$ cat src/rtl/des_pkg.sv
// des_pkg -- shared DES constants and helpers.
// Contents: FSM state type, the IP/FP/E/P/PC-1/PC-2 permutation tables
// (FIPS 46-3 numbering, entry = 1-based source bit), the S1..S8 boxes,
// the key-rotation schedule, and the helpers permute(), sbox() and the
// 28-bit rotations used by the key schedule.
// Bit convention everywhere: DES bit 1 is the MSB of the vector.
package des_pkg;

  typedef enum logic {IDLE = 1'b0, RUN = 1'b1} state_t;

  // Tables shorter than 64 entries are zero-padded; permute() never reads
  // past out_w entries.
  typedef int perm_t [64];

  localparam perm_t IP_T = '{
    58, 50, 42, 34, 26, 18, 10, 2, 60, 52, 44, 36, 28, 20, 12, 4,
    62, 54, 46, 38, 30, 22, 14, 6, 64, 56, 48, 40, 32, 24, 16, 8,
    57, 49, 41, 33, 25, 17, 9, 1, 59, 51, 43, 35, 27, 19, 11, 3,
    61, 53, 45, 37, 29, 21, 13, 5, 63, 55, 47, 39, 31, 23, 15, 7};

  localparam perm_t FP_T = '{
    40, 8, 48, 16, 56, 24, 64, 32, 39, 7, 47, 15, 55, 23, 63, 31,
    38, 6, 46, 14, 54, 22, 62, 30, 37, 5, 45, 13, 53, 21, 61, 29,
    36, 4, 44, 12, 52, 20, 60, 28, 35, 3, 43, 11, 51, 19, 59, 27,
    34, 2, 42, 10, 50, 18, 58, 26, 33, 1, 41, 9, 49, 17, 57, 25};

  localparam perm_t E_T = '{
    32, 1, 2, 3, 4, 5, 4, 5, 6, 7, 8, 9, 8, 9, 10, 11,
    12, 13, 12, 13, 14, 15, 16, 17, 16, 17, 18, 19, 20, 21, 20, 21,
    22, 23, 24, 25, 24, 25, 26, 27, 28, 29, 28, 29, 30, 31, 32, 1,
    0, 0, 0, 0, 0, 0, 0, 0, 0, 0, 0, 0, 0, 0, 0, 0};

  localparam perm_t P_T = '{
    16, 7, 20, 21, 29, 12, 28, 17, 1, 15, 23, 26, 5, 18, 31, 10,
    2, 8, 24, 14, 32, 27, 3, 9, 19, 13, 30, 6, 22, 11, 4, 25,
    0, 0, 0, 0, 0, 0, 0, 0, 0, 0, 0, 0, 0, 0, 0, 0,
    0, 0, 0, 0, 0, 0, 0, 0, 0, 0, 0, 0, 0, 0, 0, 0};

  localparam perm_t PC1_T = '{
    57, 49, 41, 33, 25, 17, 9, 1, 58, 50, 42, 34, 26, 18,
    10, 2, 59, 51, 43, 35, 27, 19, 11, 3, 60, 52, 44, 36,
    63, 55, 47, 39, 31, 23, 15, 7, 62, 54, 46, 38, 30, 22,
    14, 6, 61, 53, 45, 37, 29, 21, 13, 5, 28, 20, 12, 4,
    0, 0, 0, 0, 0, 0, 0, 0};

  localparam perm_t PC2_T = '{
    14, 17, 11, 24, 1, 5, 3, 28, 15, 6, 21, 10,
    23, 19, 12, 4, 26, 8, 16, 7, 27, 20, 13, 2,
    41, 52, 31, 37, 47, 55, 30, 40, 51, 45, 33, 48,
    44, 49, 39, 56, 34, 53, 46, 42, 50, 36, 29, 32,
    0, 0, 0, 0, 0, 0, 0, 0, 0, 0, 0, 0, 0, 0, 0, 0};

  localparam int SHIFTS [16] = '{1, 1, 2, 2, 2, 2, 2, 2, 1, 2, 2, 2, 2, 2, 2, 1};

  // Each S-box row packs its 16 nibbles with column 0 in the top nibble.
  localparam logic [63:0] SBOX [8][4] = '{
    '{64'hE4D12FB83A6C5907, 64'h0F74E2D1A6CB9538, 64'h41E8D62BFC973A50, 64'hFC8249175B3EA06D},
    '{64'hF18E6B34972DC05A, 64'h3D47F28EC01A69B5, 64'h0E7BA4D158C6932F, 64'hD8A13F42B67C05E9},
    '{64'hA09E63F51DC7B428, 64'hD709346A285ECBF1, 64'hD6498F30B12C5AE7, 64'h1AD069874FE3B52C},
    '{64'h7DE3069A1285BC4F, 64'hD8B56F03472C1AE9, 64'hA690CB7DF13E5284, 64'h3F06A1D8945BC72E},
    '{64'h2C417AB6853FD0E9, 64'hEB2C47D150FA3986, 64'h421BAD78F9C5630E, 64'hB8C71E2D6F09A453},
    '{64'hC1AF92680D34E75B, 64'hAF427C9561DE0B38, 64'h9EF528C3704A1DB6, 64'h432C95FABE17608D},
    '{64'h4B2EF08D3C975A61, 64'hD0B7491AE35C2F86, 64'h14BDC37EAF680592, 64'h6BD814A7950FE23C},
    '{64'hD2846FB1A93E50C7, 64'h1FD8A374C56B0E92, 64'h7B419CE206ADF358, 64'h21E74A8DFC90356B}};

  // Output is right-aligned in out_w bits; input is an in_w-bit value
  // right-aligned in din.
  function automatic logic [63:0] permute(input logic [63:0] din, input int in_w,
                                          input perm_t tbl, input int out_w);
    logic [63:0] dout;
    logic [5:0]  src;
    logic [5:0]  dst;
    dout = '0;
    for (int i = 0; i < 64; i++) begin
      if (i < out_w) begin
        src = 6'(in_w - tbl[6'(i)]);
        dst = 6'(out_w - 1 - i);
        dout[dst] = din[src];
      end
    end
    return dout;
  endfunction

  // Row = outer bits, column = middle four; ~col selects nibble 15-col.
  function automatic logic [3:0] sbox(input int s, input logic [5:0] six);
    return 4'(SBOX[3'(s)][{six[5], six[0]}] >> {~six[4:1], 2'b00});
  endfunction

  function automatic logic [27:0] rotl28(input logic [27:0] v, input int n);
    return (n == 2) ? {v[25:0], v[27:26]} : {v[26:0], v[27]};
  endfunction

  function automatic logic [27:0] rotr28(input logic [27:0] v, input int n);
    return (n == 2) ? {v[1:0], v[27:2]} : {v[0], v[27:1]};
  endfunction

endpackage

$ cat src/rtl/des_round.sv
// des_round -- one combinational DES Feistel round.
// Ports: l_in/r_in (32) current halves, subkey (48) round key,
//        l_out/r_out (32) halves after the round (l_out = r_in,
//        r_out = l_in ^ f(r_in, subkey)).
module des_round
  import des_pkg::*;
(
  input  logic [31:0] l_in,
  input  logic [31:0] r_in,
  input  logic [47:0] subkey,
  output logic [31:0] l_out,
  output logic [31:0] r_out
);

  logic [47:0] mixed;
  logic [31:0] sbox_out;
  logic [31:0] f_out;

  assign mixed = 48'(permute(64'(r_in), 32, E_T, 48)) ^ subkey;

  for (genvar gi = 0; gi < 8; gi++) begin : g_sbox
    assign sbox_out[31-4*gi -: 4] = sbox(gi, mixed[47-6*gi -: 6]);
  end

  assign f_out = 32'(permute(64'(sbox_out), 32, P_T, 32));
  assign l_out = r_in;
  assign r_out = l_in ^ f_out;

endmodule

$ cat src/rtl/encrypt.sv
// encrypt -- iterative DES engine, one round per clock, 16 cycles per block.
// Parameter DES_TYPE: 0 = encrypt, 1 = decrypt (subkeys K16..K1).
// Ports: clk, rst (sync, active-high), data (64) input block, data_vld
//        start strobe (ignored while running), key (64, parity bits
//        ignored), result (64) held until the next completion, result_vld
//        one-cycle completion pulse.
// Optional: define DES_BUSY_EN to add output busy, high while in RUN.
module encrypt
  import des_pkg::*;
#(
  parameter logic DES_TYPE = 1'b0
) (
  input  logic        clk,
  input  logic        rst,
  input  logic [63:0] data,
  input  logic        data_vld,
  input  logic [63:0] key,
  output logic [63:0] result,
`ifdef DES_BUSY_EN
  output logic        busy,
`endif
  output logic        result_vld
);

  state_t      state_q, state_d;
  logic [3:0]  cnt_q, cnt_d;
  logic [31:0] l_q, l_d, r_q, r_d;
  logic [27:0] c_q, c_d, d_q, d_d;
  logic [63:0] result_q, result_d;
  logic        result_vld_q, result_vld_d;

  logic [63:0] ip_data;
  logic [55:0] pc1_key;
  logic [27:0] c_key, d_key, c_adv, d_adv;
  logic [47:0] subkey;
  logic [31:0] l_nxt, r_nxt;

  assign ip_data = permute(data, 64, IP_T, 64);
  assign pc1_key = 56'(permute(key, 64, PC1_T, 56));

  // Encrypt rotates left before using C/D for a round. Decrypt starts from
  // C16/D16 (equal to C0/D0, the rotations total 28) and rotates right
  // after each round, undoing the shift of the round it just used.
  always_comb begin
    if (DES_TYPE) begin
      c_key = c_q;
      d_key = d_q;
      c_adv = rotr28(c_q, SHIFTS[~cnt_q]);
      d_adv = rotr28(d_q, SHIFTS[~cnt_q]);
    end else begin
      c_key = rotl28(c_q, SHIFTS[cnt_q]);
      d_key = rotl28(d_q, SHIFTS[cnt_q]);
      c_adv = c_key;
      d_adv = d_key;
    end
  end

  assign subkey = 48'(permute({8'h00, c_key, d_key}, 56, PC2_T, 48));

  des_round u_round (
    .l_in   (l_q),
    .r_in   (r_q),
    .subkey (subkey),
    .l_out  (l_nxt),
    .r_out  (r_nxt)
  );

  always_comb begin
    state_d      = state_q;
    cnt_d        = cnt_q;
    l_d          = l_q;
    r_d          = r_q;
    c_d          = c_q;
    d_d          = d_q;
    result_d     = result_q;
    result_vld_d = 1'b0;
    case (state_q)
      IDLE: begin
        if (data_vld) begin
          l_d     = ip_data[63:32];
          r_d     = ip_data[31:0];
          c_d     = pc1_key[55:28];
          d_d     = pc1_key[27:0];
          cnt_d   = 4'd0;
          state_d = RUN;
        end
      end
      RUN: begin
        l_d   = l_nxt;
        r_d   = r_nxt;
        c_d   = c_adv;
        d_d   = d_adv;
        cnt_d = cnt_q + 4'd1;
        if (cnt_q == 4'd15) begin
          // Last round: halves are swapped before the final permutation.
          result_d     = permute({r_nxt, l_nxt}, 64, FP_T, 64);
          result_vld_d = 1'b1;
          state_d      = IDLE;
        end
      end
      default: state_d = IDLE;
    endcase
  end

  always_ff @(posedge clk) begin
    if (rst) begin
      state_q      <= IDLE;
      cnt_q        <= 4'd0;
      l_q          <= '0;
      r_q          <= '0;
      c_q          <= '0;
      d_q          <= '0;
      result_q     <= '0;
      result_vld_q <= 1'b0;
    end else begin
      state_q      <= state_d;
      cnt_q        <= cnt_d;
      l_q          <= l_d;
      r_q          <= r_d;
      c_q          <= c_d;
      d_q          <= d_d;
      result_q     <= result_d;
      result_vld_q <= result_vld_d;
    end
  end

  assign result     = result_q;
  assign result_vld = result_vld_q;
`ifdef DES_BUSY_EN
  assign busy       = (state_q == RUN);
`endif

endmodule

$ cat config.mk
export PLATFORM = sky130hd
export DESIGN_NAME = encrypt
export DESIGN_NICKNAME = d
export VERILOG_FILES = /design/src/rtl/des_pkg.sv /design/src/rtl/des_round.sv /design/src/rtl/encrypt.sv
export SDC_FILE = /design/constraint.sdc
export NUM_CORES = 1
export LEC_CHECK = 0
export CAP_MARGIN = 40
export CORE_UTILIZATION = 40
export CTS_CLUSTER_DIAMETER = 30
export DETAILED_ROUTE_END_ITERATION = 8
export HOLD_SLACK_MARGIN = 0.02
export MAX_ROUTING_LAYER = met4
export PLACE_DENSITY = 0.68
export SYNTH_ARGS = -nofsm -noshare
export SYNTH_HDL_FRONTEND = slang
export SYNTH_SLANG_ARGS = --single-unit
$ cat constraint.sdc
create_clock -name clk -period 5.3 [get_ports clk]
set_input_delay 1.06 -clock clk [delete_from_list [all_inputs] [get_ports clk]]
set_output_delay 1.06 -clock clk [all_outputs]
set_load 0.02 [all_outputs]
==> flow_summary.toml <==
[status]
status = "finished clean"

[timing]
post-route-period-util_pct = 81.4
fmax_mhz = 232
period_minus_slack_ns = 4.31
finalMaxSlewViolations = 0
hold_ws_ns = 0.458
worst_pin_slew_ns = 0.841
hold_violations = 0
tns_ns = 0
setup_viol = 0
finalClockSkew_ns = 0.0101
slew_headroom_pct = 42.4
rsz0062_at_grt = "false"

[routing]
viasPerCell = 6.04
dr.pass1.iters = 7
ant_nets = 0
wire_per_inst_um = 17.9
drt_wl_total_um = 20700
dr_total_vias = 6991
drt_first_iter_violations = 545
drc_errors = 0

[power]
peakVddDrop_uv = 178
pwr-share-seq_pct = 30.1
power.net_switching_mw = 1.00
power.density_mw_per_mm2 = 292
p_clk_share_pct = 25.5
p_leak_nw = 3.12
pwr-share-comb_pct = 44.4
p_int_mw = 1.34
swShare_pct = 42.8

[die]
die_h_um = 137
initial_core_util_pct = 40.7
io_pins = 196
dieArea_sq_mm = 0.0188
rows = 49
die_w_um = 137
core_sq_mm = 0.0179

[logic_synthesis]
synth_cell_types = 90
synth_edf_count = 0
syn_inst = 912
synth_seq_cells = 72
synthArstFlopShare_pct = 0
synth_flop_cell = "dfxtp_1"
synth_warnings = 0
syn_area_sq_mm = 0.00729
syn_avg_cell_area_sq_um = 8.00
yosysSeqAreaShare_pct = 19.8

[setup_path]
cp_cell_sequence = "ha_1, nand3_2, o31ai_4, buf_4, mux2i_1, xnor2_1, ha_1, inv_1, a221oi_1, a31o_2, o221ai_1, xor2_1, a211oi_2"
r2r-start = "cnt_q[1]"
cp_data_arrival_time_ns = 4.59
critical_path.endpoint = "r_q[31]"
cp_data_required_time_ns = 5.57
worst-r2r-cell-count = 13
crit_start = "cnt_q[1]"
slowest_delay_ns = 0.54
crit_slowest_cell = "buf_4"
worstPathMaxFanout = 33
cp-end-kind = "flip-flop"
cp_common_cell = "ha_1"
crit_type = "reg -> reg"
rrSetupSlack_ns = 0.99
startpoint_type = "flip-flop"
r2r-end = "r_q[31]"

[cells_and_area]
fin_util_pct = 44.6
nNetsFinal = 1084
area_growth_pct = 9.57
antenna_cells = 0
drive_gt1_share_pct = 9.38
layout_common_cells = "dfxtp_1, a211oi_1, nand2_1, nor2_1, clkdlybuf4s50_1"
final_common_cell = "dfxtp_1"
layout.cells.non_filler = 1157

[clocking]
clk-insertion-delay-late_ns = 0.35
clock-sinks = 72
cts_buffers = 9
cts_tree = "done"
cts_setup_buffers = 0
ctsHoldBuffers = 0
cts_max_level = 3
cts-root-buf = "clkbuf_16"
cts_resized = 0
cts_max_path_buffers = 2
path_clk_slew_ns = 0.06

[global_route]
grt_pass1_vias = 6102
grt_pass1_wl_um = 32600
antenna_found_initial = 0
grt_max_degree = 70
grt_overflow = 0
track_usage_pct = 23.0

[min_path]
hold_path.class = "reg -> reg"

[placement]
post-place-cells = 1141
dp_hpwl_um = 14700
gp_congestion = 0.954
portBuffers = 57

[flow_run]
cap_violations = 0
-- kinds of logic (layout without fill, tap and decap cells) --
family,Yosys count,in the layout,share of synthesized area [%]
simple gates,307,307,22.6
compound gates,269,269,28.0
buf+inv,155,122,11.9
flops,72,72,19.8
mux,65,65,10.4
fa+ha+maj,31,31,5.28
xor+xnor,12,12,1.90
other cells,1,50,0.0514
-- state kept, by name, summed over array words and instances, names as in the netlist --
register / flops
c_q: 28
result: 14
l_q: 12
r_q: 12
cnt_q: 4
result_vld: 1
state_q: 1
-- power by group through the flow --
stage | logic (mW) | registers [mW] | clock network (mW)
after CTS | 1.02 | 0.701 | 0.608
after floorplan | 0.831 | 0.662 | 0
after detailed placement | 1.01 | 0.713 | 0
after global routing | 1.13 | 0.715 | 0.634
final | 1.04 | 0.703 | 0.597
after global placement | 1.01 | 0.712 | 0
-- per-layer routing --
layer / GRT usage, % / up-vias / part of all wire [%]
met3: 3.48 / 26 / 6.0
met2: 35.4 / 271 / 46
met5: - / - / 0
met4: 7.02 / 0 / 1.6
li1: - / 3366 / -
met1: 30.9 / 3328 / 47
-- synth_stat cells (6+ instances only) --
cell | n | share of area (%)
a221oi_1 | 6 | 0.72
o311ai_1 | 6 | 0.72
o311ai_0 | 8 | 0.96
a311oi_1 | 12 | 1.4
nand3_1 | 42 | 2.9
inv_1 | 30 | 1.5
o211ai_1 | 12 | 1.2
and3_1 | 10 | 0.86
mux2_2 | 9 | 1.4
a211o_1 | 8 | 0.96
clkbuf_1 | 45 | 2.3
nand2_1 | 56 | 2.9
nor2_1 | 56 | 2.9
buf_6 | 10 | 1.5
nor3b_1 | 22 | 2.3
dfxtp_1 | 72 | 20
or4_1 | 7 | 0.72
nand4_1 | 12 | 1.0
buf_4 | 54 | 5.6
buf_2 | 9 | 0.62
nor3_1 | 19 | 1.3
xnor2_1 | 7 | 0.84
a21oi_1 | 43 | 3.0
mux2i_1 | 43 | 5.9
a211oi_1 | 68 | 7.0
mux4_2 | 6 | 1.9
o22ai_1 | 11 | 0.94
ha_1 | 30 | 5.1
nand2b_1 | 20 | 1.7
o21ai_0 | 20 | 1.4
nor2b_1 | 34 | 2.9
a31oi_1 | 8 | 0.69
-- worst min path at each step --
| stage | cells after the start | slack [ns] | end | startpoint |
|---|---|---|---|---|
| 2_1_floorplan | 2 | 0.45 | result[41] | r_q[2] |
| 3_3_place_gp | 2 | 0.45 | result[41] | result[41] |
| 3_5_place_dp | 2 | 0.45 | result[51] | result[51] |
| 4_1_cts | 2 | 0.46 | result[51] | result[51] |
| 5_1_grt | 2 | 0.48 | result[37] | result[37] |
| 6_report | 2 | 0.46 | result[49] | result[49] |
-- worst max-delay path: cells and delay by family (launching register included) --
kind,cells,cell delay (ns)
buffers and inverters,2,0.66
AND/OR/NAND/NOR,1,0.29
flip-flops,1,0.41
multiplexers,1,0.25
XOR/XNOR,2,0.67
adder cells (fa/ha/maj),2,0.84
AO/OA/AOI/OAI,5,1.10
-- metrics by stage --
step                      setup slack, ns  power [mW]  area [sq um]
after detailed placement             1.10        1.73          7700
after CTS                            1.08        2.33          7990
final                               0.988        2.34          7990
after global routing                0.737        2.48          7990
after global placement               1.19        1.72          7680
after floorplan                      1.73        1.49          7480
-- layout make-up --
type,instances,area [sq um]
Clock buffer,9,225
Clock inverter,7,63.8
Fill cell,1800,9910
Inverter,32,120
Multi-Input combinational cell,734,5170
Sequential cell,72,1440
Tap cell,229,287
Timing Repair Buffer,74,687
(Power assumes the default switching activity.)
